### src/rtl/rc4_prga_decrypt.sv
// RC4 keystream generation and decryption stage.
// Runs the RC4 PRGA over the permuted S memory. Each keystream byte is
// XORed with the matching encrypted ROM byte, and the plaintext is written
// to the decrypted RAM. Every output is a register that is loaded on the
// edge that enters the state using it, so the memories see clean values.
//
// state     | meaning
// ----------+-----------------------------------------------
// IDLE      | wait for start_machine
// INC_I     | i <= i+1
// READ_SI   | drive s_address = i
// LATCH_SI  | si <= S[i], j <= j+S[i]
// READ_SJ   | drive s_address = j
// LATCH_SJ  | sj <= S[j]
// WRITE_SJ  | S[j] <= si
// WRITE_SI  | S[i] <= sj
// READ_F    | drive s_address = si+sj
// LATCH_F   | out_byte <= S[si+sj] ^ ROM[k]
// WRITE_OUT | RAM[k] <= out_byte, advance k or finish
// DONE      | finish held until reset
module rc4_prga_decrypt #(
  parameter int ADDR_W  = 5,
  parameter int MSG_LEN = 32
) (
  input  logic              clk,
  input  logic              reset,
  input  logic              start_machine,
  input  logic [7:0]        s_q,
  output logic [7:0]        s_address,
  output logic [7:0]        s_data,
  output logic              s_wren,
  output logic [ADDR_W-1:0] rom_address,
  input  logic [7:0]        rom_q,
  output logic [ADDR_W-1:0] ram_address,
  output logic [7:0]        ram_data,
  output logic              ram_wren,
  output logic              finish
);

  localparam logic [ADDR_W-1:0] K_LAST = (ADDR_W)'(MSG_LEN - 1);
  localparam logic [ADDR_W-1:0] K_ONE  = (ADDR_W)'(1);

  typedef enum logic [3:0] {
    IDLE,
    INC_I,
    READ_SI,
    LATCH_SI,
    READ_SJ,
    LATCH_SJ,
    WRITE_SJ,
    WRITE_SI,
    READ_F,
    LATCH_F,
    WRITE_OUT,
    DONE
  } state_t;

  state_t            state;
  logic [7:0]        i;
  logic [7:0]        j;
  logic [7:0]        si;
  logic [7:0]        sj;
  logic [7:0]        out_byte;
  logic [ADDR_W-1:0] k;

  assign rom_address = k;
  assign ram_address = k;
  assign ram_data    = out_byte;

  // Sequencer: next state plus the registered memory controls for that state.
  always_ff @(posedge clk) begin
    if (reset) begin
      state     <= IDLE;
      i         <= '0;
      j         <= '0;
      k         <= '0;
      si        <= '0;
      sj        <= '0;
      out_byte  <= '0;
      s_address <= '0;
      s_data    <= '0;
      s_wren    <= 1'b0;
      ram_wren  <= 1'b0;
      finish    <= 1'b0;
    end else begin
      // Idle bus: S address parked on i, no writes.
      s_wren    <= 1'b0;
      ram_wren  <= 1'b0;
      s_data    <= '0;
      s_address <= i;
      case (state)
        IDLE: begin
          if (start_machine) begin
            i         <= '0;
            j         <= '0;
            k         <= '0;
            si        <= '0;
            sj        <= '0;
            out_byte  <= '0;
            s_address <= '0;
            state     <= INC_I;
          end
        end
        INC_I: begin
          i         <= i + 8'd1;
          s_address <= i + 8'd1;
          state     <= READ_SI;
        end
        READ_SI: state <= LATCH_SI;
        LATCH_SI: begin
          si        <= s_q;
          j         <= j + s_q;
          s_address <= j + s_q;
          state     <= READ_SJ;
        end
        READ_SJ: state <= LATCH_SJ;
        LATCH_SJ: begin
          sj        <= s_q;
          s_address <= j;
          s_data    <= si;
          s_wren    <= 1'b1;
          state     <= WRITE_SJ;
        end
        WRITE_SJ: begin
          // When i == j this rewrites the same word with its original value.
          s_address <= i;
          s_data    <= sj;
          s_wren    <= 1'b1;
          state     <= WRITE_SI;
        end
        WRITE_SI: begin
          s_address <= si + sj;
          state     <= READ_F;
        end
        READ_F: state <= LATCH_F;
        LATCH_F: begin
          out_byte <= s_q ^ rom_q;
          ram_wren <= 1'b1;
          state    <= WRITE_OUT;
        end
        WRITE_OUT: begin
          if (k == K_LAST) begin
            finish <= 1'b1;
            state  <= DONE;
          end else begin
            k     <= k + K_ONE;
            state <= INC_I;
          end
        end
        DONE: finish <= 1'b1;
        default: state <= IDLE;
      endcase
    end
  end

endmodule
### config.mk
export PLATFORM = sky130hd
export DESIGN_NAME = rc4_prga_decrypt
export DESIGN_NICKNAME = d
export VERILOG_FILES = /design/src/rtl/rc4_prga_decrypt.sv
export SDC_FILE = /design/constraint.sdc
export NUM_CORES = 1
export LEC_CHECK = 0
export ABC_AREA = 1
export CAP_MARGIN = 0
export CORE_MARGIN = 2
export CORE_UTILIZATION = 40
export DETAILED_ROUTE_END_ITERATION = 6
export PLACE_DENSITY = 0.67
export REMOVE_ABC_BUFFERS = 1
export SYNTH_ARGS = -nofsm -noshare
export SYNTH_HDL_FRONTEND = slang
export SYNTH_SLANG_ARGS = --single-unit
### constraint.sdc
create_clock -name clk -period 3.15 [get_ports clk]
set_input_delay 0.315 -clock clk [delete_from_list [all_inputs] [get_ports clk]]
set_output_delay 0.315 -clock clk [all_outputs]
set_load 0.02 [all_outputs]
==> impl_metrics.ini <==
[sta]
fmax_mhz = 503.9
clock_skew_ns = 0.009713
slew_headroom_pct = 49.57
grt_setup_unrepaired = false
worst_slew_pin_slew_ns = 0.7537
final_report_max_slew_violation_count = 0
setup_total_negative_slack_ns = 0
timing.final.hold_violations = 0
final.period_utilization_pct = 63.00
setup-violations-final = 0
final_period_minus_worst_setup_slack_ns = 1.985

[floorplan]
num_rows = 35
pin_count = 56
core-area_um2 = 9196
die_area_um2 = 10210
start_util_pct = 40.97
dieHeight_um = 101.1
die_width_um = 101.1

[setup_path]
worstSetupEndpointType = flip-flop
cp_dominant_cell_by_count = sky130_fd_sc_hd__nand2_1
r2r_setup_slack_ns = 1.37
critical_path_class = primary input to flip-flop
worstSetupStartpointType = primary input
timing.rr.start = state[0]
crit_fanout = 4
cp_slowest_cell = sky130_fd_sc_hd__clkdlybuf4s50_1
timing.rr.end = s_data[3]
timing.critical_path.slowest_cell_delay_ns = 0.57
worstPathCellList = clkdlybuf4s50_1, ha_1, inv_1, fa_1, inv_1, nand2_1, nand2_1, nand3b_1, nand2_1, nand2_1, nand3_1, nand3_1, nand2_1, inv_1
cp.required_ns = 3.40
crit_arrival_ns = 2.24
reg2regPathDepth = 5

[routing]
final_antenna_net_count = 0
drtIter0Drc = 148
detail_route.first_pass.iterations = 6
avgRoutedWirePerCell_um = 13.75
wirelength_um = 9925
vias_per_cell = 5.098
routed-via-count = 3681
route.detailed.drc = 0

[final_layout]
num_antenna_cells = 0
n_fill_cell = 934
final_cells = 722
nNetsFinal = 645
final_layout_size_suffix_gt1_share_pct = 6.547
synthToLayoutAreaGrowth_pct = 20.69

[global_route]
groute.usage.overall_pct = 20.41
vias_in_the_first_global_route = 3463
number_of_antenna_violations_at_the_first_check_in_global_routing = 0
grt_start_max_net_pins = 53
gr_ovfl_total = 0
grt_first_pass_wirelength_um = 16340

[clock_network]
clock_insertion_delay_worst_skew_ns = 0.35
cts_resized = 0
clock_root_buffer = sky130_fd_sc_hd__clkbuf_8
cts.sinks = 68
tritoncts = yes
total_setup_buffers_inserted_after_cts = 0
max-clock-path-buffers = 2
clock_tree.htree_level_count = 3
tritoncts.num_buffers = 9
clk_pin_slew_ns = 0.08
post_cts_hold_buffer_count = 0

[synth]
synth_most_common_cell = sky130_fd_sc_hd__nand2_1
dominantRegCellSynth = sky130_fd_sc_hd__dfxtp_1
synth.area.mux_share_pct = 0
synthAdderAreaFrac_pct = 6.709
synth_top_cells_by_count = sky130_fd_sc_hd__nand2_1 (145), sky130_fd_sc_hd__inv_1 (70), sky130_fd_sc_hd__dfxtp_1 (68), sky130_fd_sc_hd__a21oi_1 (59), sky130_fd_sc_hd__nor2_1 (47)
postSynthAreaPerCell_um2 = 6.764
post_synth_main_area_contributors = sky130_fd_sc_hd__dfxtp_1 (36%), sky130_fd_sc_hd__nand2_1 (14%), sky130_fd_sc_hd__a21oi_1 (7.8%)
synth.distinct_cells = 36
yosys.area_share.simple_pct = 31.35
synth_top_cell_area_share_pct = 36.13
yosys_register_bits = 68
part_of_the_yosys_area_used_for_sequential_elements_pct = 36.13
synth_top_family_by_area = simple AND/OR/NAND/NOR gates
synth_compound_area_share_pct = 12.42
count_of_flip_flops_with_a_built_in_enable_after_synthesis = 0
yosys.area.top_type = sky130_fd_sc_hd__dfxtp_1
synth.cell_area_um2 = 3767
postSynth.asyncResetShare_pct = 0
synthesis.instances = 557
yosys_warnings = 0
post_synth_xor_area_fraction_pct = 2.557

[place]
numPlacedInstances = 707
place.gp.congestion = 0.8761
numPortBuffers = 55
detailed_place_hpwl_um = 7259

[worst_hold_path]
hold_path_end = ram_data[1]
worst_hold_path_type = flip-flop to flip-flop
hold-path-cell-count = 2
hp-start = ram_data[1]

[power]
worst_ir_drop_vdd_mv = 0.2618
leakagePower_uw = 0.001943
power_per_cell_area_nw_per_um2 = 436.1

[status]
run_status = completed

[run]
max_cap_viol_count = 0
==> where the power goes <==
part | internal, uW | switching, uW | total [uW] | leakage (uW)
combinational | 127 | 217 | 344 | 0.00129
clock | 378 | 341 | 719 | 0.0000979
sequential | 892 | 27.4 | 919 | 0.000550
==> layer usage <==
layer	GRT usage, %	vias to the layer above	wire, um
li1	-	1874	-
met1	26.62	1681	4624
met2	33.52	110	4558
met3	4.508	16	587
met4	6.445	0	155
met5	0	-	0
==> critical path, delay by kind of cell <==
| family | cells | cell delay, ns |
|---|---|---|
| fa+ha+maj | 2 | 0.59 |
| buf+inv | 4 | 0.76 |
| simple gates | 8 | 0.59 |
==> how the worst max path moves through the flow <==
| stage | startpoint | to | cells past startpoint |
|---|---|---|---|
| 2_1_floorplan | ram_address[0] | ram_address[3] | 10 |
| 3_3_place_gp | s_q[0] | s_address[6] | 14 |
| 3_5_place_dp | s_q[0] | s_address[6] | 14 |
| 4_1_cts | s_q[0] | s_address[6] | 14 |
| 5_1_grt | s_q[0] | s_address[6] | 14 |
| 6_report | s_q[0] | s_address[6] | 14 |
==> sequential cells by signal, summed over array words and instances, names as in the netlist <==
name / flops
s_data: 8
finish: 1
s_address: 8
j: 8
ram_wren: 1
s_wren: 1
i: 8
state: 4
ram_data: 8
sj: 8
si: 8
ram_address: 5
==> stage by stage <==
step	area [um2]	worst slack [ns]	hold slack (ns)	util, %	power (uW)
after floorplan	3650	1.401	0.3841	-	1143
after global placement	4357	0.8669	0.4488	47.37	1277
after detailed placement	4357	0.7951	0.4576	47.37	1281
after CTS	4547	1.160	0.4708	49.44	1994
after global routing	4547	0.9708	0.4939	49.44	2085
final	4547	1.165	0.4685	49.44	1983
==> placed cells by master, fill, tap and decap left out <==
cell,synthesis,final
sky130_fd_sc_hd__or2_1,1,1
sky130_fd_sc_hd__and2_1,1,1
sky130_fd_sc_hd__or2_0,1,1
sky130_fd_sc_hd__nor2_4,1,1
sky130_fd_sc_hd__clkbuf_8,0,10
sky130_fd_sc_hd__nand3b_1,4,4
sky130_fd_sc_hd__o22ai_1,2,2
sky130_fd_sc_hd__o21a_1,2,2
sky130_fd_sc_hd__nand2_1,145,145
sky130_fd_sc_hd__bufinv_16,0,1
sky130_fd_sc_hd__nand4_1,1,1
sky130_fd_sc_hd__buf_4,8,3
sky130_fd_sc_hd__nand3_1,45,45
sky130_fd_sc_hd__buf_2,1,1
sky130_fd_sc_hd__ha_1,17,17
sky130_fd_sc_hd__o211ai_1,1,1
sky130_fd_sc_hd__dfxtp_1,68,68
sky130_fd_sc_hd__o31ai_1,2,2
sky130_fd_sc_hd__or2_2,4,4
sky130_fd_sc_hd__o21ai_2,1,1
sky130_fd_sc_hd__nor2_2,3,3
sky130_fd_sc_hd__fa_1,2,2
sky130_fd_sc_hd__xor2_1,7,7
sky130_fd_sc_hd__nor3_1,17,17
sky130_fd_sc_hd__clkdlybuf4s50_1,0,54
sky130_fd_sc_hd__xnor2_1,4,4
sky130_fd_sc_hd__nor2_1,47,47
sky130_fd_sc_hd__clkinv_2,1,4
sky130_fd_sc_hd__inv_1,70,70
sky130_fd_sc_hd__inv_2,6,6
sky130_fd_sc_hd__nand2_2,4,4
sky130_fd_sc_hd__nor3b_1,2,2
sky130_fd_sc_hd__a21oi_1,59,59
sky130_fd_sc_hd__clkinvlp_4,0,1
sky130_fd_sc_hd__o21ai_0,16,16
sky130_fd_sc_hd__a211oi_1,2,2
sky130_fd_sc_hd__a211oi_2,1,1
sky130_fd_sc_hd__a31oi_1,1,1
==> cell families after synthesis <==
group / count (synthesis)
adders and majority gates: 19
DFF: 68
buffers and inverters: 96
and+or+nand+nor: 276
xor gates and xnor gates: 11
AOI/OAI and AO/OA: 87
==> final cells by class <==
class                      count  area [um2]  share of cell area, %
clock buffer                  10       137.6                  3.027
clock inverter                 5       52.55                  1.156
inverter                      77       290.3                  6.384
multi-input combinational    393        1998                  43.95
sequential                    68        1361                  29.94
tap                          111       138.9                  3.054
timing repair buffer          58       568.0                  12.49
No activity file was read; power rests on OpenSTA's default activity.
